**src/rtl/id_ex_hazard_stage_if.sv**
```systemverilog
// ID/EX stage bus: decoder controls in, registered EX controls and hazard controls out.
interface id_ex_hazard_stage_if;
  logic       id_RegWrite, id_MemToReg, id_MemRead, id_MemWrite;
  logic       id_Branch, id_RegDst, id_ALUSrc, id_J_Jump;
  logic [3:0] id_ALUOp;
  logic [1:0] id_Jump;
  logic [2:0] id_Branch_op;
  logic [4:0] id_rs, id_rt, id_rd;
  logic       ex_branch_taken;

  logic       ex_RegWrite, ex_MemToReg, ex_MemRead, ex_MemWrite;
  logic       ex_Branch, ex_RegDst, ex_ALUSrc, ex_J_Jump;
  logic [3:0] ex_ALUOp;
  logic [1:0] ex_Jump;
  logic [2:0] ex_Branch_op;
  logic [4:0] ex_rs, ex_rt, ex_dst;
  logic       pc_write, ifid_write, ifid_flush;

  // Decoder / front-end side.
  modport master (
    output id_RegWrite, id_MemToReg, id_MemRead, id_MemWrite,
           id_Branch, id_RegDst, id_ALUSrc, id_J_Jump,
           id_ALUOp, id_Jump, id_Branch_op, id_rs, id_rt, id_rd, ex_branch_taken,
    input  ex_RegWrite, ex_MemToReg, ex_MemRead, ex_MemWrite,
           ex_Branch, ex_RegDst, ex_ALUSrc, ex_J_Jump,
           ex_ALUOp, ex_Jump, ex_Branch_op, ex_rs, ex_rt, ex_dst,
           pc_write, ifid_write, ifid_flush
  );

  // Pipeline-stage side.
  modport slave (
    input  id_RegWrite, id_MemToReg, id_MemRead, id_MemWrite,
           id_Branch, id_RegDst, id_ALUSrc, id_J_Jump,
           id_ALUOp, id_Jump, id_Branch_op, id_rs, id_rt, id_rd, ex_branch_taken,
    output ex_RegWrite, ex_MemToReg, ex_MemRead, ex_MemWrite,
           ex_Branch, ex_RegDst, ex_ALUSrc, ex_J_Jump,
           ex_ALUOp, ex_Jump, ex_Branch_op, ex_rs, ex_rt, ex_dst,
           pc_write, ifid_write, ifid_flush
  );
endinterface

```
**src/rtl/id_ex_hazard_stage.sv**
```systemverilog
// ID/EX pipeline register with load-use / JR hazard detection, stall and flush control.
module id_ex_hazard_stage #(
  parameter int unsigned CNT_W = 16
) (
  input  logic             clk,
  input  logic             rst,
  id_ex_hazard_stage_if.slave bus,
  output logic [CNT_W-1:0] stall_count
);

  typedef struct packed {
    logic       reg_write;
    logic       mem_to_reg;
    logic       mem_read;
    logic       mem_write;
    logic       branch;
    logic       reg_dst;
    logic       alu_src;
    logic       j_jump;
    logic [3:0] alu_op;
    logic [1:0] jump;
    logic [2:0] branch_op;
  } ctrl_t;

  typedef enum logic {StRun, StStall} state_e;

  state_e           state_q, state_d;
  ctrl_t            id_ctrl, ex_ctrl_q, ex_ctrl_d;
  logic [4:0]       ex_rs_q, ex_rs_d, ex_rt_q, ex_rt_d, ex_dst_q, ex_dst_d;
  logic [4:0]       mem_dst_q;
  logic             mem_reg_write_q;
  logic [CNT_W-1:0] count_q, count_d;
  logic             uses_rs, uses_rt, is_jal, is_jr, lu, jr, stall, bubble;

  assign id_ctrl = '{
    reg_write:  bus.id_RegWrite,
    mem_to_reg: bus.id_MemToReg,
    mem_read:   bus.id_MemRead,
    mem_write:  bus.id_MemWrite,
    branch:     bus.id_Branch,
    reg_dst:    bus.id_RegDst,
    alu_src:    bus.id_ALUSrc,
    j_jump:     bus.id_J_Jump,
    alu_op:     bus.id_ALUOp,
    jump:       bus.id_Jump,
    branch_op:  bus.id_Branch_op
  };

  // Hazard detection, stall/flush decisions and ID/EX next contents.
  always_comb begin
    uses_rs = !bus.id_J_Jump && (bus.id_ALUOp != 4'b1111);
    uses_rt = (!bus.id_ALUSrc && !bus.id_J_Jump) || bus.id_MemWrite;
    is_jal  = (bus.id_Jump == 2'b11);
    is_jr   = (bus.id_Jump == 2'b01);

    lu = ex_ctrl_q.mem_read && (ex_dst_q != 5'd0) &&
         ((uses_rs && ex_dst_q == bus.id_rs) || (uses_rt && ex_dst_q == bus.id_rt));
    // JR reads rs in ID with no forwarding path, so wait until the producer is past MEM.
    jr = is_jr &&
         ((ex_ctrl_q.reg_write && ex_dst_q != 5'd0 && ex_dst_q == bus.id_rs) ||
          (mem_reg_write_q && mem_dst_q != 5'd0 && mem_dst_q == bus.id_rs));
    stall  = (lu || jr) && !bus.ex_branch_taken;
    bubble = stall || bus.ex_branch_taken;

    bus.pc_write   = !stall;
    bus.ifid_write = !stall;
    bus.ifid_flush = bus.ex_branch_taken || (!stall && (bus.id_J_Jump || is_jr));

    ex_ctrl_d = id_ctrl;
    ex_rs_d   = bus.id_rs;
    ex_rt_d   = bus.id_rt;
    ex_dst_d  = is_jal ? 5'd31 : (bus.id_RegDst ? bus.id_rt : bus.id_rd);
    if (is_jal) ex_ctrl_d.reg_write = 1'b1;
    if (bubble) begin
      ex_ctrl_d = '0;
      ex_rs_d   = '0;
      ex_rt_d   = '0;
      ex_dst_d  = '0;
    end

    count_d = (stall && count_q != '1) ? count_q + CNT_W'(1) : count_q;
  end

  // Stall FSM next state; a taken branch always wins and returns to run.
  always_comb begin
    state_d = state_q;
    unique case (state_q)
      StRun:   if (stall) state_d = StStall;
      StStall: if (!stall) state_d = StRun;
      default: state_d = StRun;
    endcase
    if (bus.ex_branch_taken) state_d = StRun;
  end

  // Pipeline registers, shadow MEM destination, FSM state and stall counter.
  always_ff @(posedge clk or posedge rst) begin
    if (rst) begin
      state_q         <= StRun;
      ex_ctrl_q       <= '0;
      ex_rs_q         <= '0;
      ex_rt_q         <= '0;
      ex_dst_q        <= '0;
      mem_dst_q       <= '0;
      mem_reg_write_q <= 1'b0;
      count_q         <= '0;
    end else begin
      state_q         <= state_d;
      ex_ctrl_q       <= ex_ctrl_d;
      ex_rs_q         <= ex_rs_d;
      ex_rt_q         <= ex_rt_d;
      ex_dst_q        <= ex_dst_d;
      mem_dst_q       <= ex_dst_q;
      mem_reg_write_q <= ex_ctrl_q.reg_write;
      count_q         <= count_d;
    end
  end

  assign bus.ex_RegWrite  = ex_ctrl_q.reg_write;
  assign bus.ex_MemToReg  = ex_ctrl_q.mem_to_reg;
  assign bus.ex_MemRead   = ex_ctrl_q.mem_read;
  assign bus.ex_MemWrite  = ex_ctrl_q.mem_write;
  assign bus.ex_Branch    = ex_ctrl_q.branch;
  assign bus.ex_RegDst    = ex_ctrl_q.reg_dst;
  assign bus.ex_ALUSrc    = ex_ctrl_q.alu_src;
  assign bus.ex_J_Jump    = ex_ctrl_q.j_jump;
  assign bus.ex_ALUOp     = ex_ctrl_q.alu_op;
  assign bus.ex_Jump      = ex_ctrl_q.jump;
  assign bus.ex_Branch_op = ex_ctrl_q.branch_op;
  assign bus.ex_rs        = ex_rs_q;
  assign bus.ex_rt        = ex_rt_q;
  assign bus.ex_dst       = ex_dst_q;
  assign stall_count      = count_q;

endmodule

```
**src/flat_wrapper.sv**
```systemverilog
// flat-port wrapper written by rule: the top's interface ports become plain ports
module id_ex_hazard_stage_flat 
#(
  parameter int unsigned CNT_W = 16
)
  (clk, rst, stall_count, bus_id_RegWrite, bus_id_MemToReg, bus_id_MemRead, bus_id_MemWrite, bus_id_Branch, bus_id_RegDst, bus_id_ALUSrc, bus_id_J_Jump, bus_id_ALUOp, bus_id_Jump, bus_id_Branch_op, bus_id_rs, bus_id_rt, bus_id_rd, bus_ex_branch_taken, bus_ex_RegWrite, bus_ex_MemToReg, bus_ex_MemRead, bus_ex_MemWrite, bus_ex_Branch, bus_ex_RegDst, bus_ex_ALUSrc, bus_ex_J_Jump, bus_ex_ALUOp, bus_ex_Jump, bus_ex_Branch_op, bus_ex_rs, bus_ex_rt, bus_ex_dst, bus_pc_write, bus_ifid_write, bus_ifid_flush);
  id_ex_hazard_stage_if bus_i ();
  input  logic clk;
  input  logic rst;
  output logic [CNT_W-1:0] stall_count;
  input wire logic [$bits(bus_i.id_RegWrite)-1:0] bus_id_RegWrite;
  input wire logic [$bits(bus_i.id_MemToReg)-1:0] bus_id_MemToReg;
  input wire logic [$bits(bus_i.id_MemRead)-1:0] bus_id_MemRead;
  input wire logic [$bits(bus_i.id_MemWrite)-1:0] bus_id_MemWrite;
  input wire logic [$bits(bus_i.id_Branch)-1:0] bus_id_Branch;
  input wire logic [$bits(bus_i.id_RegDst)-1:0] bus_id_RegDst;
  input wire logic [$bits(bus_i.id_ALUSrc)-1:0] bus_id_ALUSrc;
  input wire logic [$bits(bus_i.id_J_Jump)-1:0] bus_id_J_Jump;
  input wire logic [$bits(bus_i.id_ALUOp)-1:0] bus_id_ALUOp;
  input wire logic [$bits(bus_i.id_Jump)-1:0] bus_id_Jump;
  input wire logic [$bits(bus_i.id_Branch_op)-1:0] bus_id_Branch_op;
  input wire logic [$bits(bus_i.id_rs)-1:0] bus_id_rs;
  input wire logic [$bits(bus_i.id_rt)-1:0] bus_id_rt;
  input wire logic [$bits(bus_i.id_rd)-1:0] bus_id_rd;
  input wire logic [$bits(bus_i.ex_branch_taken)-1:0] bus_ex_branch_taken;
  output wire logic [$bits(bus_i.ex_RegWrite)-1:0] bus_ex_RegWrite;
  output wire logic [$bits(bus_i.ex_MemToReg)-1:0] bus_ex_MemToReg;
  output wire logic [$bits(bus_i.ex_MemRead)-1:0] bus_ex_MemRead;
  output wire logic [$bits(bus_i.ex_MemWrite)-1:0] bus_ex_MemWrite;
  output wire logic [$bits(bus_i.ex_Branch)-1:0] bus_ex_Branch;
  output wire logic [$bits(bus_i.ex_RegDst)-1:0] bus_ex_RegDst;
  output wire logic [$bits(bus_i.ex_ALUSrc)-1:0] bus_ex_ALUSrc;
  output wire logic [$bits(bus_i.ex_J_Jump)-1:0] bus_ex_J_Jump;
  output wire logic [$bits(bus_i.ex_ALUOp)-1:0] bus_ex_ALUOp;
  output wire logic [$bits(bus_i.ex_Jump)-1:0] bus_ex_Jump;
  output wire logic [$bits(bus_i.ex_Branch_op)-1:0] bus_ex_Branch_op;
  output wire logic [$bits(bus_i.ex_rs)-1:0] bus_ex_rs;
  output wire logic [$bits(bus_i.ex_rt)-1:0] bus_ex_rt;
  output wire logic [$bits(bus_i.ex_dst)-1:0] bus_ex_dst;
  output wire logic [$bits(bus_i.pc_write)-1:0] bus_pc_write;
  output wire logic [$bits(bus_i.ifid_write)-1:0] bus_ifid_write;
  output wire logic [$bits(bus_i.ifid_flush)-1:0] bus_ifid_flush;
  assign bus_i.id_RegWrite = bus_id_RegWrite;
  assign bus_i.id_MemToReg = bus_id_MemToReg;
  assign bus_i.id_MemRead = bus_id_MemRead;
  assign bus_i.id_MemWrite = bus_id_MemWrite;
  assign bus_i.id_Branch = bus_id_Branch;
  assign bus_i.id_RegDst = bus_id_RegDst;
  assign bus_i.id_ALUSrc = bus_id_ALUSrc;
  assign bus_i.id_J_Jump = bus_id_J_Jump;
  assign bus_i.id_ALUOp = bus_id_ALUOp;
  assign bus_i.id_Jump = bus_id_Jump;
  assign bus_i.id_Branch_op = bus_id_Branch_op;
  assign bus_i.id_rs = bus_id_rs;
  assign bus_i.id_rt = bus_id_rt;
  assign bus_i.id_rd = bus_id_rd;
  assign bus_i.ex_branch_taken = bus_ex_branch_taken;
  assign bus_ex_RegWrite = bus_i.ex_RegWrite;
  assign bus_ex_MemToReg = bus_i.ex_MemToReg;
  assign bus_ex_MemRead = bus_i.ex_MemRead;
  assign bus_ex_MemWrite = bus_i.ex_MemWrite;
  assign bus_ex_Branch = bus_i.ex_Branch;
  assign bus_ex_RegDst = bus_i.ex_RegDst;
  assign bus_ex_ALUSrc = bus_i.ex_ALUSrc;
  assign bus_ex_J_Jump = bus_i.ex_J_Jump;
  assign bus_ex_ALUOp = bus_i.ex_ALUOp;
  assign bus_ex_Jump = bus_i.ex_Jump;
  assign bus_ex_Branch_op = bus_i.ex_Branch_op;
  assign bus_ex_rs = bus_i.ex_rs;
  assign bus_ex_rt = bus_i.ex_rt;
  assign bus_ex_dst = bus_i.ex_dst;
  assign bus_pc_write = bus_i.pc_write;
  assign bus_ifid_write = bus_i.ifid_write;
  assign bus_ifid_flush = bus_i.ifid_flush;
  id_ex_hazard_stage #(.CNT_W(CNT_W)) u_core (.clk(clk), .rst(rst), .bus(bus_i), .stall_count(stall_count));
endmodule
```
**config.mk**
```make
export PLATFORM = sky130hd
export DESIGN_NAME = id_ex_hazard_stage_flat
export DESIGN_NICKNAME = d
export VERILOG_FILES = /design/src/rtl/id_ex_hazard_stage_if.sv /design/src/rtl/id_ex_hazard_stage.sv /design/src/flat_wrapper.sv
export SDC_FILE = /design/constraint.sdc
export NUM_CORES = 1
export LEC_CHECK = 0
export ABC_AREA = 1
export CAP_MARGIN = 10
export CORE_MARGIN = 3
export CORE_UTILIZATION = 46
export DETAILED_ROUTE_END_ITERATION = 10
export PLACE_DENSITY = 0.85
export SLEW_MARGIN = 40
export SYNTH_ARGS = -nofsm -noshare
export SYNTH_HDL_FRONTEND = slang
export SYNTH_SLANG_ARGS = --single-unit
```
**constraint.sdc**
```tcl
create_clock -name clk -period 1.8 [get_ports clk]
set_clock_uncertainty 0.1 [all_clocks]
set_input_delay 0.18 -clock clk [delete_from_list [all_inputs] [get_ports clk]]
set_output_delay 0.18 -clock clk [all_outputs]
set_load 0.02 [all_outputs]
```
==> flow_summary.toml, run 1 <==
[finish]
nets = 482
ff_latch_area_mm2 = 0.00136
area.growth.synth_to_final_pct = 52.3
fillers = 374
multi_input_area_mm2 = 0.00116
diodes = 0
most-common-layout-cells = "clkdlybuf4s50_1 (79), nand2_1 (65), nor2_1 (52)"
drive_gt1_share_pct = 19.2
mostFrequentLayoutCell = "clkdlybuf4s50_1"

[floorplan]
start_util_pct = 49.5
die_h_um = 81.8
core-area_mm2 = 0.00534
dieArea_mm2 = 0.00668
ios = 86
rows = 26
die_w_um = 81.8

[place]
place_ws_ns = -0.576
hpwl_mm = 5.39
io_buffer_count = 85
gp_congestion = 0.933

[logic_synthesis]
synth_warnings = 0
ys_seq_area_share_pct = 51.2
netlist_top_cells_area = "dfrtp_1 (51%), nand2_1 (12%), nor2_1 (7.7%)"
synth.largest_area_cell = "dfrtp_1"
ys_seq_elements = 54
synth.top_cell.area_share_pct = 51.2
syn_area_mm2 = 0.00264
syn-num-nets = 366
syn_avg_cell_area_um2 = 8.00
yosys.cell_types.count = 24
syn_inst = 330

[timing]
finalCriticalPeriod_ns = 2.10
slew_viol_final = 0
setup_ws_ns = -0.296
max-slew-margin-rel_pct = 81.0
holdWs_ns = 0.131
setup_viol = 17
period_share_pct = 116
worstMarginPinSlew_ns = 0.285
grt_setup_unrepaired = "true"
hold_violations = 0
fmax_mhz = 477

[power]
power.switching_mw = 0.759
power.density_mw_per_mm2 = 647
comb_power_share_pct = 22.8
netSwitchingFraction_pct = 29.2
total_leakage_power_nw = 2.04
clockPowerShare_pct = 26.2
p_int_mw = 1.84
seqPwrFrac_pct = 51.0
irDropWorstVdd_mv = 0.434

[clock_network]
path_clk_slew_ns = 0.10
cts_max_level = 2
cts_tree = "built"
cts-root-buf = "clkbuf_8"
clkLatencyLatePin_ns = 0.31
cts_buffers = 5
clock-sinks = 54
cts_buffer_depth = 2

[run]
max_cap_violations = 0

[global_route]
grt_use_total_pct = 24.1
grt_pass1_wl_mm = 12.3
grt_max_degree = 55
grt_pass1_vias = 2684
grt_overflow = 0
antenna_found_initial = 0

[outcome]
status = "finished with violations"
violations = "negative setup slack"

[setup_path]
start_kind = "flip-flop"
worst-path-stages = 10
cp_num_buf_inv = 2
crit_slowest_cell = "dfrtp_2"
critPathKind = "flip-flop to output pin"
cp.required_ns = 1.52
arrival_ns = 1.82
crit_chain = "nand2_1 > o21ai_0 > nor2_1 > nand4_1 > nand2_1 > nand2_1 > nand2_2 > buf_6 > nand2_4 > buf_6"
path_common_cell = "nand2_1"
rrSetupSlack_ns = -0.27
path_delay_family = "simple AND/OR/NAND/NOR gates"
end_kind = "output pin"
cpPeakStageDelay_ns = 0.50
cp_max_fo = 6
r2r_cells = 13

[detailed_routing]
drt-pass1-iter-count = 4
routed_via_density = 5.03
drc = 0
vias = 2598
drtAntennaViolNets = 0
wire_per_inst_um = 14.7
drt-total-wl_mm = 7.62
drt_iter0_markers = 196

[min_path]
hold_path_class = "input port to async pin"
metal layers:
layer / GRT usage (%) / vias to the layer above / share of wire (%)
met3: 7.46 / 18 / 8.9
met1: 27.7 / 1213 / 38
met2: 43.1 / 116 / 51
met4: 6.81 / 0 / 2.2
li1: - / 1251 / -
met5: 0 / - / 0
sequential cells by signal, summed over array words and instances, names as in the netlist, 2 cells and up:
name,cells
u_core.bus.ex_rs,5
u_core.bus.ex_ALUOp,4
u_core.bus.ex_Branch_op,3
u_core.bus.ex_rt,5
u_core.stall_count,16
u_core.bus.ex_dst,5
u_core.bus.ex_Jump,2
u_core.mem_dst_q,5
power groups by stage:
stage	sequential, mW	clock, mW	combinational (mW)
4_1_cts	1.33	0.691	0.576
6_report	1.33	0.681	0.593
5_1_grt	1.33	0.752	0.646
3_5_place_dp	1.35	0	0.555
3_3_place_gp	1.34	0	0.540
2_1_floorplan	1.41	0	0.170
per-stage QoR:
| step | util [%] | std cells | setup TNS (ns) | power (mW) | area, µm² |
|---|---|---|---|---|---|
| final | 75.4 | 517 | -4.26 | 2.60 | 4020 |
| after global routing | 75.4 | 517 | -6.34 | 2.73 | 4020 |
| after CTS | 74.5 | 518 | -2.34 | 2.59 | 3980 |
| after detailed placement | 70.5 | 503 | -11.37 | 1.90 | 3760 |
| after global placement | 70.5 | 503 | -9.41 | 1.88 | 3760 |
| after floorplan | - | 330 | -0.0353 | 1.58 | 2650 |
cell families (layout without fill, tap and decap cells):
kind of cell / count (synthesis) / in the layout / synth area share [%]
AND/OR/NAND/NOR: 182 / 183 / 30.1
buffers and inverters: 59 / 175 / 9.10
flip-flops: 54 / 54 / 51.2
XOR/XNOR: 19 / 19 / 6.30
AO/OA/AOI/OAI: 15 / 15 / 2.84
adder cells (fa/ha/maj): 1 / 1 / 0.474
worst paths after layout:
path                                 startpoint                endpoint
hold reg to reg            u_core.bus.ex_dst[2]     u_core.mem_dst_q[2]
setup reg to reg           u_core.bus.ex_dst[0]  u_core.stall_count[10]
min in group clk                 bus_id_MemRead   u_core.bus.ex_MemRead
max in group asynchronous                   rst    u_core.bus.ex_dst[3]
setup / recovery           u_core.bus.ex_dst[0]            bus_pc_write
hold / removal                              rst   u_core.stall_count[4]
what timing repair did:
action                                  4_1_cts  5_1_grt
cloned                                        1        0
endpoints found under the setup margin       17       44
resized for setup                            36       23
buffers inserted                              6        2
pin swaps                                    15        5
hold buffers                                  0        0
layout make-up:
| class | count | area share (%) |
|---|---|---|
| multi-input cells | 218 | 28.8 |
| clock buffers | 5 | 1.71 |
| flip-flops and latches | 54 | 33.8 |
| well taps | 70 | 2.18 |
| inverters | 49 | 4.58 |
| clock inverters | 3 | 0.529 |
| repair buffers | 118 | 28.5 |
cells in the mapped netlist (all sizes together):
cell type and n:
buf 9, nor2 55, nand3 14, ha 1, nor3 3, nand3b 1, nand2 88, dfrtp 54
a21oi 10, nand4 20, inv 49, xnor2 11, nor2b 1, clkbuf 1, xor2 8, o21ai 5
tightest hold or removal path: stages:
cell	delay [ns]
clkdlybuf4s50_1	0.41
inv_2	0.07
buf_12	0.27
Power figures use the tool's default switching activity.
==> inputs of run 2 (changes only) <==
Settings changed: REMOVE_ABC_BUFFERS set to 1.
==> run 2 against run 1 <==
  * The run still ends with negative setup slack left
  * Global-route usage decreased by 1.9 points
  * Critical path depth unchanged
  * Cell count is 1.4% higher
  * Critical endpoint unchanged
  * Highest routed layer unchanged
==> flow_summary.toml, run 2 (synthesis gave the netlist of run 1 again) <==
[setup_path]
path_common_cell = "buf_6"
end_kind = "output pin"
path_delay_family = "simple AND/OR/NAND/NOR gates"
cpPeakStageDelay_ns = 0.46
cp_max_fo = 3
crit_slowest_cell = "dfrtp_2"
critPathKind = "flip-flop to output pin"
start_kind = "flip-flop"
crit_chain = "buf_6 > xor2_2 > nor2_1 > nand3_1 > nand2_1 > nand2_2 > nand2_2 > buf_6 > nand2_4 > buf_6"
cp.required_ns = 1.52
arrival_ns = 1.81
cp_num_buf_inv = 3

[finish]
nets = 489
mostFrequentLayoutCell = "clkdlybuf4s50_1"
area.growth.synth_to_final_pct = 55.8
most-common-layout-cells = "clkdlybuf4s50_1 (80), nand2_1 (67), nor2_1 (52)"
largest_reg_flops = 16
diodes = 0
final_core_util_pct = 77.1
drive_gt1_share_pct = 20.3
fillers = 343

[power]
seqPwrFrac_pct = 49.6
power.density_mw_per_mm2 = 654
netSwitchingFraction_pct = 27.4
irDropWorstVdd_mv = 0.485
total_leakage_power_nw = 2.10
comb_power_share_pct = 21.5
p_int_mw = 1.95
power.switching_mw = 0.737
clockPowerShare_pct = 28.9

[clock_network]
clock-sinks = 54
cts-root-buf = "clkbuf_8"
cts_tree = "built"
path_clk_slew_ns = 0.09
cts_max_level = 2
cts_hold_buf = 0
cts_buffer_depth = 2
clkLatencyLatePin_ns = 0.31
cts_buffers = 5

[global_route]
grt_overflow = 0
grt_max_degree = 35
grt_use_total_pct = 22.2
grt_pass1_wl_mm = 11.5
antenna_found_initial = 0
grt_pass1_vias = 2553

[timing]
hold_violations = 0
finalCriticalPeriod_ns = 2.09
slew_viol_final = 0
max-slew-margin-rel_pct = 70.6
setup_tns_ns = -8.78
period_share_pct = 116
setup_viol = 51
fmax_mhz = 478
setup_ws_ns = -0.294
grt_setup_unrepaired = "true"
worstMarginPinSlew_ns = 0.441

[floorplan]
ios = 86
start_util_pct = 49.5
die_h_um = 81.8
die_w_um = 81.8
dieArea_mm2 = 0.00668
rows = 26
core-area_mm2 = 0.00534

[detailed_routing]
drt-pass1-iter-count = 5
wire_per_inst_um = 15.0
drc = 0
drt_iter0_markers = 325
drt-total-wl_mm = 7.85
routed_via_density = 5.11
drtAntennaViolNets = 0
vias = 2680

[outcome]
violations = "negative setup slack"
status = "finished with violations"

[min_path]
hold_path_class = "input port to async pin"

[place]
hpwl_mm = 5.30
gp_congestion = 0.942
io_buffer_count = 85

[run]
max_cap_violations = 0
## run 2: final cells by class
| type | instances | area [µm²] | area share, % |
|---|---|---|---|
| sequential | 54 | 1360 | 33.0 |
| timing repair buffer | 126 | 1230 | 29.8 |
| multi-input combinational | 217 | 1150 | 27.9 |
| inverter | 49 | 184 | 4.47 |
| clock buffer | 8 | 110 | 2.68 |
| tap | 70 | 87.6 | 2.13 |
## run 2: stage by stage
stage                     instance area [µm²]  hold slack, ns  std cells  total power, mW  worst slack, ns
after floorplan                          2580           0.186        320             1.58           -0.333
after global placement                   3760           0.364        507             1.87           -0.528
after detailed placement                 3760           0.375        507             1.89           -0.598
after CTS                                3910           0.134        517             2.66           -0.208
after global routing                     4110           0.141        524             2.81           -0.378
final                                    4110           0.115        524             2.69           -0.294
## run 2: final timing paths
path | slack [ns] | to | depth (start not counted) | startpoint
worst max-delay path | -0.29 | bus_pc_write | 10 | u_core.bus.ex_dst[4]
worst min-delay path | 0.12 | u_core.stall_count[9] | 3 | rst
worst max register to register | -0.27 | u_core.bus.ex_dst[1] | 12 | u_core.bus.ex_dst[1]
worst min register to register | 0.37 | u_core.mem_dst_q[2] | 0 | u_core.bus.ex_dst[2]
max in group asynchronous | 1.07 | u_core.bus.ex_dst[4] | 3 | rst
min in group clk | 0.28 | u_core.bus.ex_MemToReg | 3 | bus_id_MemToReg
## run 2: timing repair
item,in CTS,in global routing
setup endpoints to repair,22,52
buffers inserted,2,6
resized for setup,30,38
pin swaps,6,9
endpoints found under the hold margin,0,0
cloned,0,1
## run 2: metal layers
layer | global-route usage (%) | share of wire [%]
met1 | 27.1 | 40
met2 | 37.6 | 51
met3 | 6.03 | 7.7
met4 | 8.14 | 1.9
met5 | 0 | 0
## run 2: tightest hold or removal path: stages
cell	delay (ns)
clkdlybuf4s50_1	0.41
inv_2	0.06
buf_4	0.26
## run 2: power groups by stage
stage	sequential, mW	clock [mW]	combinational [mW]
2_1_floorplan	1.41	0	0.164
3_5_place_dp	1.35	0	0.537
5_1_grt	1.34	0.842	0.629
6_report	1.33	0.778	0.580
3_3_place_gp	1.35	0	0.524
4_1_cts	1.33	0.787	0.547
